[config.mk]
export PLATFORM = sky130hd
export DESIGN_NAME = bullet_pool
export DESIGN_NICKNAME = d
export VERILOG_FILES = /design/src/rtl/bullet_pool.sv
export SDC_FILE = /design/constraint.sdc
export NUM_CORES = 1
export LEC_CHECK = 0
export BUFFER_PORTS_ARGS = -buffer_cell sky130_fd_sc_hd__buf_2
export CAP_MARGIN = 0
export CORE_AREA = 5 5 152 154
export CTS_CLUSTER_SIZE = 30
export DETAILED_ROUTE_END_ITERATION = 6
export DIE_AREA = 0 0 157 159
export GPL_TIMING_DRIVEN = 0
export PLACE_DENSITY_LB_ADDON = 0.12
export SLEW_MARGIN = 10
export SYNTH_ARGS = -nofsm -noshare
export SYNTH_HDL_FRONTEND = slang
export SYNTH_SLANG_ARGS = --single-unit
export TNS_END_PERCENT = 1
[constraint.sdc]
create_clock -name frame_clk -period 11.8 [get_ports frame_clk]
set_input_delay 2.36 -clock frame_clk [delete_from_list [all_inputs] [get_ports frame_clk]]
set_output_delay 2.36 -clock frame_clk [all_outputs]
set_load 0.02 [all_outputs]
[src/rtl/bullet_pool.sv]
// bullet_pool: multi-slot bullet engine for one tank.
// Handles fire edge-detect, launch cooldown, per-slot motion, and clearing on hits and walls.
// Updates once per frame_clk.
// Optional feature: define BULLET_BOUNCE_EN so bullets reflect off walls, up to MAX_BOUNCE
// times, instead of dying at the first wall.
module bullet_pool #(
  parameter int NUM_BULLETS = 4,
  parameter int SPEED       = 5,
  parameter int SIZE        = 2,
  parameter int COOLDOWN    = 8,
  parameter int X_MAX       = 639,
  parameter int Y_MAX       = 479,
  parameter int MAX_BOUNCE  = 2
) (
  input  logic                      frame_clk,
  input  logic                      Reset,
  input  logic                      gaming_on,
  input  logic                      fire_req,
  input  logic                      dir_valid,
  input  logic [1:0]                dir,
  input  logic [9:0]                TankX,
  input  logic [9:0]                TankY,
  input  logic [NUM_BULLETS-1:0]    hit,
  output logic [NUM_BULLETS-1:0]    bullet_on,
  output logic [10*NUM_BULLETS-1:0] BulletX,
  output logic [10*NUM_BULLETS-1:0] BulletY,
  output logic [9:0]                BulletS,
  output logic                      shot_fired
);

  typedef enum logic [1:0] {
    DIR_LEFT  = 2'd0,
    DIR_RIGHT = 2'd1,
    DIR_DOWN  = 2'd2,
    DIR_UP    = 2'd3
  } dir_t;

  localparam int CW = (COOLDOWN > 0) ? $clog2(COOLDOWN + 1) : 1;
  localparam logic signed [10:0] SPD  = 11'(SPEED);
  localparam logic signed [10:0] SZ   = 11'(SIZE);
  localparam logic signed [10:0] X_HI = 11'(X_MAX - SIZE);
  localparam logic signed [10:0] Y_HI = 11'(Y_MAX - SIZE);

  dir_t                    heading;
  logic                    fire_prev;
  logic [CW-1:0]           cooldown;
  logic [9:0]              pos_x [NUM_BULLETS];
  logic [9:0]              pos_y [NUM_BULLETS];
  logic signed [10:0]      mot_x [NUM_BULLETS];
  logic signed [10:0]      mot_y [NUM_BULLETS];
`ifdef BULLET_BOUNCE_EN
  logic [1:0]              bounce [NUM_BULLETS];
`endif

  logic [NUM_BULLETS-1:0]  free_slots;
  logic [NUM_BULLETS-1:0]  launch_sel;
  logic                    fire_edge;
  logic                    launch;
  logic signed [10:0]      launch_mx;
  logic signed [10:0]      launch_my;
  logic signed [10:0]      nx [NUM_BULLETS];
  logic signed [10:0]      ny [NUM_BULLETS];
  logic [NUM_BULLETS-1:0]  wall_x;
  logic [NUM_BULLETS-1:0]  wall_y;

  // Pick the lowest free slot (isolate the lowest set bit) and qualify the launch.
  always_comb begin
    free_slots = ~bullet_on;
    launch_sel = free_slots & (~free_slots + NUM_BULLETS'(1));
    fire_edge  = fire_req & ~fire_prev;
    launch     = gaming_on & fire_edge & (cooldown == '0) & (|free_slots);
  end

  // Launch velocity follows the latched heading; screen Y grows downward.
  always_comb begin
    launch_mx = '0;
    launch_my = '0;
    case (heading)
      DIR_LEFT:  launch_mx = -SPD;
      DIR_RIGHT: launch_mx = SPD;
      DIR_DOWN:  launch_my = SPD;
      default:   launch_my = -SPD;
    endcase
  end

  // Candidate next position per slot, evaluated signed so a step past 0 does not wrap.
  always_comb begin
    for (int i = 0; i < NUM_BULLETS; i++) begin
      nx[i]     = $signed({1'b0, pos_x[i]}) + mot_x[i];
      ny[i]     = $signed({1'b0, pos_y[i]}) + mot_y[i];
      wall_x[i] = (nx[i] <= SZ) || (nx[i] >= X_HI);
      wall_y[i] = (ny[i] <= SZ) || (ny[i] >= Y_HI);
    end
  end

  // Per-frame state update: heading, fire edge, cooldown, launch and motion of each slot.
  // NOTE: the small per-slot arrays are plain registers, so they are reset like any other flop.
  always_ff @(posedge frame_clk or posedge Reset) begin
    if (Reset) begin
      heading    <= DIR_UP;
      fire_prev  <= 1'b0;
      cooldown   <= '0;
      shot_fired <= 1'b0;
      bullet_on  <= '0;
      for (int i = 0; i < NUM_BULLETS; i++) begin
        pos_x[i]  <= '0;
        pos_y[i]  <= '0;
        mot_x[i]  <= '0;
        mot_y[i]  <= '0;
`ifdef BULLET_BOUNCE_EN
        bounce[i] <= '0;
`endif
      end
    end else begin
      fire_prev  <= fire_req;
      shot_fired <= 1'b0;
      if (dir_valid) heading <= dir_t'(dir);
      if (gaming_on) begin
        if (launch) begin
          cooldown   <= CW'(COOLDOWN);
          shot_fired <= 1'b1;
        end else if (cooldown != '0) begin
          cooldown <= cooldown - CW'(1);
        end
        for (int i = 0; i < NUM_BULLETS; i++) begin
          if (bullet_on[i]) begin
            if (hit[i]) begin
              bullet_on[i] <= 1'b0;
              mot_x[i]     <= '0;
              mot_y[i]     <= '0;
            end else if (wall_x[i] || wall_y[i]) begin
`ifdef BULLET_BOUNCE_EN
              if (bounce[i] != 2'd0) begin
                if (wall_x[i]) mot_x[i] <= -mot_x[i];
                if (wall_y[i]) mot_y[i] <= -mot_y[i];
                bounce[i] <= bounce[i] - 2'd1;
              end else begin
                bullet_on[i] <= 1'b0;
                mot_x[i]     <= '0;
                mot_y[i]     <= '0;
              end
`else
              bullet_on[i] <= 1'b0;
              mot_x[i]     <= '0;
              mot_y[i]     <= '0;
`endif
            end else begin
              pos_x[i] <= nx[i][9:0];
              pos_y[i] <= ny[i][9:0];
            end
          end else if (launch && launch_sel[i]) begin
            bullet_on[i] <= 1'b1;
            pos_x[i]     <= TankX;
            pos_y[i]     <= TankY;
            mot_x[i]     <= launch_mx;
            mot_y[i]     <= launch_my;
`ifdef BULLET_BOUNCE_EN
            bounce[i]    <= 2'(MAX_BOUNCE);
`endif
          end
        end
      end
    end
  end

  // Pack slot positions onto the flat output buses.
  always_comb begin
    BulletX = '0;
    BulletY = '0;
    for (int i = 0; i < NUM_BULLETS; i++) begin
      BulletX[10*i +: 10] = pos_x[i];
      BulletY[10*i +: 10] = pos_y[i];
    end
    BulletS = 10'(SIZE);
  end

endmodule

Yosys cells after proc, flatten, opt, wreduce, memory -nomap -nowiden

Index checks and enable logic that the tools add are counted.

Bits in latches: 0
Bits in read-only memories: 0
Memories kept: 0
Bits of input ports: 31
Register bits after elaboration: 180
Bits in writable memories: 0

Bitwise logic cells: 8
$mul: 0
Shift operators: 0
$lt $le $gt $ge: 16
Eq/ne operators: 14
Divide/modulo/power cells: 0
Mux-type cells: 78
Reductions and logical operators: 35
Add/subtract/negate cells: 10

Operators with widths:

| cell                                                                     | count |
|---|---|
| 10-bit two-way mux                                                       | 32 |
| 11-bit two-way mux                                                       | 24 |
| 11-bit adder                                                             | 8 |
| 11-bit by 3-bit <= comparator with 1-bit output (second input constant)  | 8 |
| 11-bit by 10-bit >= comparator with 1-bit output (second input constant) | 4 |
| 11-bit >= comparator (second input constant)                             | 4 |
| 11-bit one-hot mux with 2 select lines                                   | 2 |
| 1-bit two-way mux                                                        | 18 |
| 2-bit inequality test (second input constant)                            | 8 |
| 4-bit AND reduction                                                      | 4 |
| 1-bit logical OR                                                         | 12 |
| 3-bit by 2-bit inequality test with 1-bit output (second input constant) | 4 |
| 3-bit AND reduction                                                      | 4 |
| 2-bit nonzero test                                                       | 5 |
| 4-bit two-way mux                                                        | 2 |
| 4-bit inverter                                                           | 2 |
| 4-bit by 1-bit adder with 4-bit output (second input constant)           | 1 |
| 1-bit AND                                                                | 4 |
| 4-bit AND                                                                | 1 |
| 1-bit logical AND                                                        | 4 |
| 4-bit logical NOT                                                        | 1 |
| 4-bit nonzero test                                                       | 1 |
| 4-bit OR reduction                                                       | 1 |
| 4-bit by 1-bit subtractor with 4-bit output (second input constant)      | 1 |
| 6 further kinds                                                          | 6 |

Logic depth before layout (Yosys ltp)

Gate-level depths: netlist of the first run.

Word-level depth: 8
Mapped depth: 15

Worst setup path after synthesis of the first run

OpenSTA, ideal clock, no wires.

Path kind: input -> register
Start: input fire_req
End: register mot_y[0] (netlist bit)
Buffers on the path: 0
Stages: 9
Arrival: 4.151 ns
Slack: 7.522 ns
Cells stage by stage: nand2_1 nor3_1 nand2_1 nor3_1 nand2_1 inv_1 o21ai_0 a21oi_2 mux2_1

Cells in the longest elaborated chain, start to end: 7

Ends and longest elaborated chain:

| item                            | line | source |
|---|---|---|
| from (decl)                     | 18   | `input logic fire_req,` |
| 1-bit AND                       | 70   | `fire_edge = fire_req & ~fire_prev;` |
| 1-bit AND (3 in a row)          | 71   | `launch = gaming_on & fire_edge & (cooldown == '0) & (\|free_slots);` |
| 1-bit logical AND               | 151  | `end else if (launch && launch_sel[i]) begin` |
| 2-bit nonzero test (no line)    | --   |  |
| 3-bit AND reduction (no line)   | --   |  |
| to (signal, indexed assignment) | 156  | `mot_y[i] <= launch_my;` |
| to (decl)                       | 50   | `logic signed [10:0] mot_y [NUM_BULLETS];` |

No other way between the ends.
A chain may end at the register's enable or synchronous reset.

Final worst setup path of the first run

Start: input gaming_on
End: register mot_y[2] (netlist bit)

Cells in the longest elaborated chain, start to end: 6

Ends and longest elaborated chain:

| item                              | line | source |
|---|---|---|
| from (decl)                       | 17   | `input logic gaming_on,` |
| 1-bit AND (3 in a row)            | 71   |  |
| 1-bit logical AND                 | 151  |  |
| 2-bit nonzero test (no line)      | --   |  |
| 3-bit AND reduction (no line) (*) | --   |  |

Every way passes the cells marked *; elsewhere a longest branch is shown, timed or not.

==> results.json, run 1 <==
{
  "drv_cap": 0,
  "dr_total_vias": 8228,
  "fp.dieW_um": 157,
  "overflow": 0,
  "cts_buffer_depth": 2,
  "ys.warnings.count": 0,
  "async_reset_ff_share_pct": 100,
  "synth.most_common_cell": "dfrtp_1",
  "slew_viol_final": 0,
  "crit_path_start_kind": "input pin",
  "setup_viol": 0,
  "fin_crit_sh_pct": 38.6,
  "finalHoldViolCount": 0,
  "fin_tns_setup_ns": 0,
  "ys_seq_elements": 116,
  "cp-end-kind": "register",
  "crit_arrival_ns": 4.86,
  "required_ns": 12.10,
  "yosys.area.top_type": "dfrtp_1",
  "vias_per_cell": 5.67,
  "dpl.hpwl_mm": 20.9,
  "post-cts-setup-buffers": 0,
  "hp-class": "reg2reg",
  "drtIter0Drc": 513,
  "place_congestion": 0.857,
  "syn_avg_cell_area_um2": 9.36,
  "worst-path-max-fanout": 6,
  "setup_slack_ns": 7.24,
  "start_util_pct": 44.1,
  "status": "complete, no violations",
  "fmax_ghz": 0.219,
  "die_h_um": 159,
  "wl_per_cell_um": 19.4,
  "ir_drop_mv": 0.112,
  "rows": 54,
  "multiInputGateArea_mm2": 0.00618,
  "cts_tree": "built",
  "clock-sinks": 116,
  "clk_pin_slew_ns": 0.06,
  "h-tree-depth": 4,
  "drcViolationCount": 0,
  "antennaDiodeCount": 0,
  "power_uw": 1730,
  "fill_cells": 2094,
  "rsz0062_at_grt": "false",
  "finish.net_count": 1281,
  "port_buffers": 115,
  "synth_area_mm2": 0.00951,
  "grt_pass1_vias": 7887,
  "synth_top_area_share_pct": 30.0,
  "ys.flop_type": "dfrtp_1",
  "p_leak_uw": 0.00542,
  "seq_area_mm2": 0.00291,
  "antenna_left": 0,
  "antenna_found_initial": 0,
  "finClkSkew_ns": 0.0111,
  "final_layout_size_suffix_gt1_share_pct": 19.0,
  "first_pass_iters": 7,
  "cts_resized": 0,
  "slew_headroom_pct": 51.0,
  "ys_top_cells_by_area": "dfrtp_1, ha_1, mux2_1",
  "ys_types": 71,
  "period_needed_ns": 4.56,
  "syn2layout_area_growth_pct": 16.3,
  "tightest_slew_ns": 0.735,
  "pwr_density_cell_mw_per_mm2": 156,
  "hold_buffers": 0,
  "root_buffer": "clkbuf_16",
  "numCtsBuffers": 17,
  "yosysSeqAreaShare_pct": 30.5,
  "grt_pass1_wl_mm": 43.5,
  "io_pins": 126,
  "clkLatencyLatePin_ns": 0.43,
  "core_mm2": 0.0216,
  "synth_edf_count": 0,
  "syn_inst": 1017,
  "synth_common_cells": "dfrtp_1, ha_1, a21oi_1",
  "dp_slack_ns": 6.82,
  "wirelength_mm": 28.1,
  "critPathKind": "in2reg",
  "track_usage_pct": 22.3,
  "die_area_mm2": 0.0250,
  "grt_max_degree": 81
}
## critical path: stages
cell and delay (ns):
buf_2 0.13, nand2_1 0.06, nor3_1 0.35, nand2_1 0.23
nor3_1 0.53, nand2_1 0.23, inv_1 0.15, o21ai_0 0.12
a21oi_2 0.33, mux2_1 0.37
## metrics by stage
step,area (um^2),std cells,hold WS [ns],utilization (%)
final,11100,1450,0.500,51.3
after global routing,11100,1450,0.515,51.3
after CTS,11100,1450,0.497,51.3
after detailed placement,10500,1421,0.482,48.7
after global placement,10500,1420,0.482,48.6
after floorplan,9540,1025,0.460,-
## sequential cells by signal (all words and copies together), names as in the netlist
signal      cells
cooldown        4
heading         2
fire_prev       1
bullet_on       4
BulletY        40
shot_fired      1
mot_y          12
mot_x          12
BulletX        40
## placed cells by master (no fill, tap or decap), types with 10 or more instances in the layout
master,instances
nor2_1,52
nand2b_1,13
and3_1,12
o21a_1,13
conb_1,10
a21o_1,22
nand3_1,18
o21ai_1,11
a21oi_1,72
buf_2,120
mux2i_1,24
dfrtp_1,114
mux2_2,36
nor2b_1,14
or3_1,10
mux2_4,17
buf_4,10
inv_1,63
nor3_1,27
xor2_1,21
clkbuf_16,17
mux2_1,37
o21ai_0,55
clkbuf_1,29
xnor2_1,38
nor4_1,10
o22ai_1,35
ha_1,82
nand2_1,47
## cell families (layout without fill, tap and decap cells)
logic type,after synthesis,count (layout),share of synthesized area [%]
AO/OA/AOI/OAI,289,289,19.6
AND/OR/NAND/NOR,241,241,13.3
flip-flops,116,116,30.5
multiplexers,114,114,13.8
buffers and inverters,106,251,4.80
adder cells (fa/ha/maj),90,90,12.5
XOR/XNOR,59,59,5.43
other,2,10,0.0789
## layout make-up
type | count | share of cell area (%)
multi-input combinational | 803 | 55.9
sequential | 116 | 26.3
timing repair buffer | 116 | 5.45
clock buffer | 23 | 4.14
tap | 280 | 3.17
inverter | 65 | 2.25
buffer | 41 | 1.92
clock inverter | 6 | 0.950
## worst paths after layout
kind | from | end | slack (ns) | cells after the start
min in group asynchronous | Reset | BulletY[12]$_DFFE_PP0P_ | 1.93 | 2
max | gaming_on | mot_y[2]$_DFFE_PP0P_ | 7.24 | 10
min | mot_x[33]$_DFFE_PP0P_ | mot_x[33]$_DFFE_PP0P_ | 0.50 | 1
max in group asynchronous | Reset | bullet_on[2]$_DFFE_PP0P_ | 9.13 | 3
max reg2reg | mot_x[42]$_DFFE_PP0P_ | BulletY[6]$_DFFE_PP0P_ | 7.70 | 14
min reg2reg | mot_x[33]$_DFFE_PP0P_ | mot_x[33]$_DFFE_PP0P_ | 0.50 | 1
## power breakdown
group	total (uW)	switching (uW)	leakage [uW]	internal, uW
sequential	525	72.4	0.00145	453
combinational	683	404	0.00369	279
clock	518	185	0.000277	333
total	1730	662	0.00542	1060
## routing by layer
layer	GRT usage (%)	part of all wire [%]	wire length, um
met3	3.48	4.9	1390
met2	34.7	45	12700
met4	8.80	3.4	952
met5	0	0	0
met1	31.0	47	13100
Note: power is estimated with default switching activity, not from simulation.
==> run 2, diff against run 1 <==
clock period = 3.7 ns   (was 11.8 ns; I/O delays follow)
==> run 2 against run 1 <==
Compared with the run above: the run now ends with negative setup slack left; sequential cell count did not move; sequential power grew to 3.2 times the previous value; count of clock-buffer cells in the layout increased by 5; clock skew fell by 0.0029 ns; critical path depth is 2 higher; utilization increased by 1.6 points.
==> results.json, run 2 (synthesis gave the netlist of run 1 again) <==
{
  "status": "finished with violations",
  "violations": "negative setup slack",
  "fin_cells": 1469,
  "hp-class": "in2async",
  "setup_slack_ns": -0.0424,
  "p_sw_uw": 2130,
  "rows": 54,
  "crit_chain": "ha_1 > a21o_1 > a221o_1 > a221o_1 > a21oi_2 > xor2_2 > or4b_1 > o211ai_1 > nor4_4 > o211a_4 > buf_12 > mux2_4",
  "crit_arrival_ns": 4.05,
  "period_needed_ns": 3.74,
  "p_leak_uw": 0.00554,
  "max_stage_delay_ns": 0.50,
  "dpl.hpwl_mm": 21.1,
  "switching_share_pct": 38.4,
  "clkLatencyLatePin_ns": 0.42,
  "cp-end-kind": "register",
  "die_h_um": 159,
  "wl_per_cell_um": 19.4,
  "fin_crit_sh_pct": 101,
  "cp_top_family": "compound AO/OA/AOI/OAI gates",
  "port_buffers": 115,
  "final_common_cell": "buf_2",
  "dp_cells": 1423,
  "grt_max_degree": 35,
  "io_pins": 126,
  "start_util_pct": 44.1,
  "slew_viol_final": 0,
  "numCtsBuffers": 17,
  "fin_tns_setup_ns": -0.603,
  "critPathKind": "reg2reg",
  "fill_cells": 2055,
  "fp.dieW_um": 157,
  "crit_buf_inv": 1,
  "clk_pin_slew_ns": 0.06,
  "first_pass_iters": 5,
  "placed_area_mm2": 0.0105,
  "slew_headroom_pct": 50.6,
  "vias_per_cell": 5.57,
  "drv_cap": 0,
  "cts_buffer_depth": 2,
  "finish.net_count": 1297,
  "finClkSkew_ns": 0.00827,
  "r2r_slack_ns": -0.04,
  "required_ns": 4.00,
  "track_usage_pct": 22.4,
  "syn2layout_area_growth_pct": 20.0,
  "finalHoldViolCount": 0,
  "final_cell_mix": "buf_2, dfrtp_1, ha_1",
  "clock-sinks": 116,
  "die_area_mm2": 0.0250,
  "grt_pass1_wl_mm": 43.6,
  "place_congestion": 0.859,
  "rsz0062_at_grt": "true",
  "cts_tree": "built",
  "combPwrFrac_pct": 40.3,
  "fmax_ghz": 0.267,
  "h-tree-depth": 4,
  "crit_path_frequent_cell": "a221o_1",
  "antennaDiodeCount": 0,
  "p_int_uw": 3410,
  "antenna_found_initial": 0,
  "utilization_pct": 53.0,
  "ir_drop_mv": 0.306,
  "worst-path-max-fanout": 10,
  "hold_buffers": 0,
  "antenna_left": 0,
  "seq_area_mm2": 0.00292,
  "final_layout_size_suffix_gt1_share_pct": 23.5,
  "pwr-share-clk_pct": 29.7,
  "drtIter0Drc": 433,
  "power_uw": 5530,
  "seq_power_share_pct": 30.0,
  "grt_pass1_vias": 7808,
  "dr_total_vias": 8185,
  "crit_path_start_kind": "register",
  "overflow": 0,
  "wirelength_mm": 28.6,
  "setup_viol": 18,
  "drcViolationCount": 0,
  "tightest_slew_ns": 0.741,
  "multiInputGateArea_mm2": 0.00634,
  "cpMaxStageDelayCell": "or4b_1",
  "final_design_area_no_fill_mm2": 0.0114,
  "root_buffer": "clkbuf_16",
  "pwr_density_cell_mw_per_mm2": 485,
  "core_mm2": 0.0216
}
[run 2: cell count changes in the layout (fill, tap and decap cells not counted), moves of 4 or more]
| cell | change |
|---|---|
| dfrtp_2 | +8 |
| ha_1 | -5 |
| buf_2 | -4 |
| dfrtp_1 | -8 |
| buf_4 | +16 |
| buf_12 | +5 |
[run 2: worst register-to-register path, cell delays in order (launching register included)]
cell,delay (ns)
dfrtp_2,0.49
ha_1,0.29
a21o_1,0.21
a221o_1,0.35
a221o_1,0.36
a21oi_2,0.19
xor2_2,0.23
or4b_1,0.50
o211ai_1,0.17
nor4_4,0.08
o211a_4,0.30
buf_12,0.16
mux2_4,0.30
[run 2: metal layers]
| layer | vias up | global-route usage (%) | share of wire (%) |
|---|---|---|---|
| met5 | - | 0 | 0 |
| met4 | 0 | 6.71 | 2.3 |
| met3 | 35 | 3.48 | 4.5 |
| met2 | 190 | 34.9 | 46 |
| met1 | 3884 | 32.2 | 47 |
| li1 | 4076 | - | - |
[run 2: stage by stage]
| step | worst slack (ns) | hold WS (ns) |
|---|---|---|
| global route | -0.160 | 0.397 |
| floorplan | 0.180 | 0.460 |
| CTS | -0.0852 | 0.361 |
| finish | -0.0424 | 0.363 |
| detailed placement | -0.377 | 0.490 |
| global placement | -0.368 | 0.480 |
[run 2: repair_timing]
item / CTS / global route
gates cloned: 0 / 0
setup buffers: 1 / 14
gates resized for setup: 14 / 46
endpoints found under the setup margin: 92 / 91
pin swaps: 1 / 16
[run 2: area by class of cell]
type / count / share of cell area (%)
Sequential cell: 116 / 25.5
Buffer: 40 / 2.25
Clock inverter: 4 / 0.613
Tap cell: 280 / 3.07
Multi-Input combinational cell: 803 / 55.5
Inverter: 65 / 2.17
Clock buffer: 28 / 4.35
Timing Repair Buffer: 133 / 6.55
[run 2: worst paths after layout]
path	to	cells after the start	from
hold reg to reg	mot_y[0]$_DFFE_PP0P_	1	mot_y[0]$_DFFE_PP0P_
setup reg to reg	BulletX[33]$_DFFE_PP0P_	12	mot_x[9]$_DFFE_PP0P_
hold / removal	BulletX[24]$_DFFE_PP0P_	2	Reset
min in group frame_clk	fire_prev$_DFF_PP0_	1	fire_req
setup / recovery	BulletX[33]$_DFFE_PP0P_	12	mot_x[9]$_DFFE_PP0P_
max in group asynchronous	heading[0]$_DFFE_PP1P_	5	Reset
[run 2: power by group through the flow]
stage          Combinational (uW)  Sequential [uW]  Clock (uW)
6_report                     2230             1660        1640
4_1_cts                      2200             1660        1670
3_3_place_gp                 2130             1690           0
2_1_floorplan                1510             1760           0
3_5_place_dp                 2150             1690           0
5_1_grt                      2490             1680        1720
==> run 3, diff against run 2 <==
MAX_ROUTING_LAYER = met4   (was default)
PLACE_DENSITY = 0.66   (was default)
PLACE_DENSITY_LB_ADDON = default   (was 0.12)
SKIP_LAST_GASP = 1   (was default)
==> run 3 against run 2 <==
Compared with the run above: the flow still finishes with violations (negative setup slack); global-route usage up 0.10 points; wire length is 2.1% lower; highest routed layer unchanged; die area unchanged; power increased by 2.9%.
==> results.json, run 3 (synthesis gave the netlist of run 1 again) <==
{
  "status": "finished with violations",
  "violations": "negative setup slack",
  "slew_headroom_pct": 53.0,
  "grt_max_degree": 38,
  "io_pins": 126,
  "wl_per_cell_um": 19.1,
  "crit_path_start_kind": "register",
  "port_buffers": 115,
  "hp-class": "in2async",
  "clock-sinks": 116,
  "r2r_cells": 14,
  "start_util_pct": 44.1,
  "setup_slack_ns": -0.108,
  "clkLatencyLatePin_ns": 0.42,
  "rows": 54,
  "tightest_slew_ns": 0.705,
  "ir_drop_mv": 0.318,
  "final_layout_size_suffix_gt1_share_pct": 21.9,
  "die_h_um": 159,
  "numCtsBuffers": 17,
  "track_usage_pct": 22.5,
  "die_area_mm2": 0.0250,
  "wirelength_mm": 28.0,
  "antennaDiodeCount": 0,
  "vias_per_cell": 5.73,
  "worst-path-max-fanout": 10,
  "drtIter0Drc": 523,
  "final_cell_mix": "buf_2, dfrtp_1, ha_1",
  "pwr_density_cell_mw_per_mm2": 503,
  "grt_pass1_vias": 7868,
  "grt_pass1_wl_mm": 43.0,
  "slew_viol_final": 0,
  "fmax_ghz": 0.263,
  "fin_cells": 1462,
  "final_design_area_no_fill_mm2": 0.0113,
  "reg2reg_from": "BulletX[30]$_DFFE_PP0P_",
  "cp-end-kind": "register",
  "cts_buffer_depth": 2,
  "fin_tns_setup_ns": -1.71,
  "crit_arrival_ns": 4.11,
  "drv_cap": 0,
  "fin_crit_sh_pct": 103,
  "fp.dieW_um": 157,
  "h-tree-depth": 4,
  "rsz0062_at_grt": "true",
  "drcViolationCount": 0,
  "power_uw": 5690,
  "hold_slack_ns": 0.277,
  "finish.net_count": 1290,
  "period_needed_ns": 3.81,
  "antenna_found_initial": 0,
  "dr_total_vias": 8376,
  "r2r_slack_ns": -0.11,
  "overflow": 0,
  "dp_cells": 1423,
  "first_pass_iters": 5,
  "required_ns": 4.00,
  "cp-startpoint": "BulletX[30]$_DFFE_PP0P_",
  "finClkSkew_ns": 0.00779,
  "place_congestion": 0.908,
  "root_buffer": "clkbuf_16",
  "core_mm2": 0.0216,
  "p_leak_uw": 0.00551,
  "syn2layout_area_growth_pct": 19.0,
  "placed_area_mm2": 0.0105,
  "hold_buffers": 0,
  "dpl.hpwl_mm": 20.8,
  "finalHoldViolCount": 0,
  "crit_end": "BulletX[34]$_DFFE_PP0P_",
  "clk_pin_slew_ns": 0.06,
  "r2r_end": "BulletX[34]$_DFFE_PP0P_",
  "setup_viol": 19,
  "antenna_left": 0,
  "critPathKind": "reg2reg",
  "cts_tree": "built",
  "final_common_cell": "buf_2"
}
==> run 3: cell count changes in the layout (fill, tap and decap cells not counted), sizes merged <==
cell / before / now
clkbuf: 50 / 47
clkinv: 3 / 4
buf: 151 / 142
bufinv: 2 / 4
clkinvlp: 1 / 3
==> run 3: worst min-delay path by stage <==
stage	startpoint	end	slack, ns
2_1_floorplan	cooldown[2]$_DFFE_PP0P_	cooldown[2]$_DFFE_PP0P_	0.46
6_report	Reset	BulletX[24]$_DFFE_PP0P_	0.28
3_3_place_gp	mot_y[0]$_DFFE_PP0P_	mot_y[0]$_DFFE_PP0P_	0.48
4_1_cts	Reset	BulletX[23]$_DFFE_PP0P_	0.27
3_5_place_dp	mot_y[0]$_DFFE_PP0P_	mot_y[0]$_DFFE_PP0P_	0.48
5_1_grt	Reset	BulletX[23]$_DFFE_PP0P_	0.29
==> run 3: power by group <==
part | leakage [uW] | internal, uW | switching (uW)
Combinational | 0.00377 | 916 | 1320
Clock | 0.000303 | 1180 | 617
Sequential | 0.00144 | 1450 | 219
Total | 0.00551 | 3540 | 2150
==> run 3: worst max-delay path, cell delays in order (launching register included) <==
cell and delay, ns:
dfrtp_1 0.37, ha_2 0.20, inv_1 0.06, fa_2 0.38, nor2b_2 0.14, o31a_1 0.22, a21oi_1 0.09, or3_1 0.32
or3_1 0.33, or4b_1 0.55, o211ai_1 0.20, nor4_4 0.08, o211a_4 0.28, buf_6 0.17, mux2_4 0.31
==> run 3: through the flow <==
| stage | setup WS (ns) | utilization [%] |
|---|---|---|
| 2_1_floorplan | 0.180 | - |
| 3_3_place_gp | -0.290 | 48.6 |
| 3_5_place_dp | -0.330 | 48.9 |
| 4_1_cts | -0.0910 | 52.0 |
| 5_1_grt | -0.180 | 52.5 |
| 6_report | -0.108 | 52.5 |
==> run 3: cell type report <==
class	instances	area, um^2
buffer	40	229
clock inverter	9	150
timing repair buffer	126	708
tap	280	350
clock buffer	23	478
sequential	116	2910
inverter	65	248
multi-input combinational	803	6240
fill	1974	10200
==> run 3: timing repair <==
| item | 4_1_cts | 5_1_grt |
|---|---|---|
| hold endpoints to repair | 0 | 0 |
| gates cloned | 0 | 0 |
| endpoints found under the setup margin | 89 | 92 |
| setup buffers | 2 | 6 |
| gates resized for setup | 11 | 22 |
| pin swaps | 0 | 5 |
==> run 3: metal layers <==
| layer | global-route usage [%] | vias up | share of wire, % |
|---|---|---|---|
| li1 | - | 4070 | - |
| met1 | 30.8 | 4006 | 46 |
| met2 | 33.8 | 248 | 46 |
| met3 | 4.16 | 52 | 5.5 |
| met4 | 7.34 | 0 | 2.9 |
| met5 | - | - | 0 |
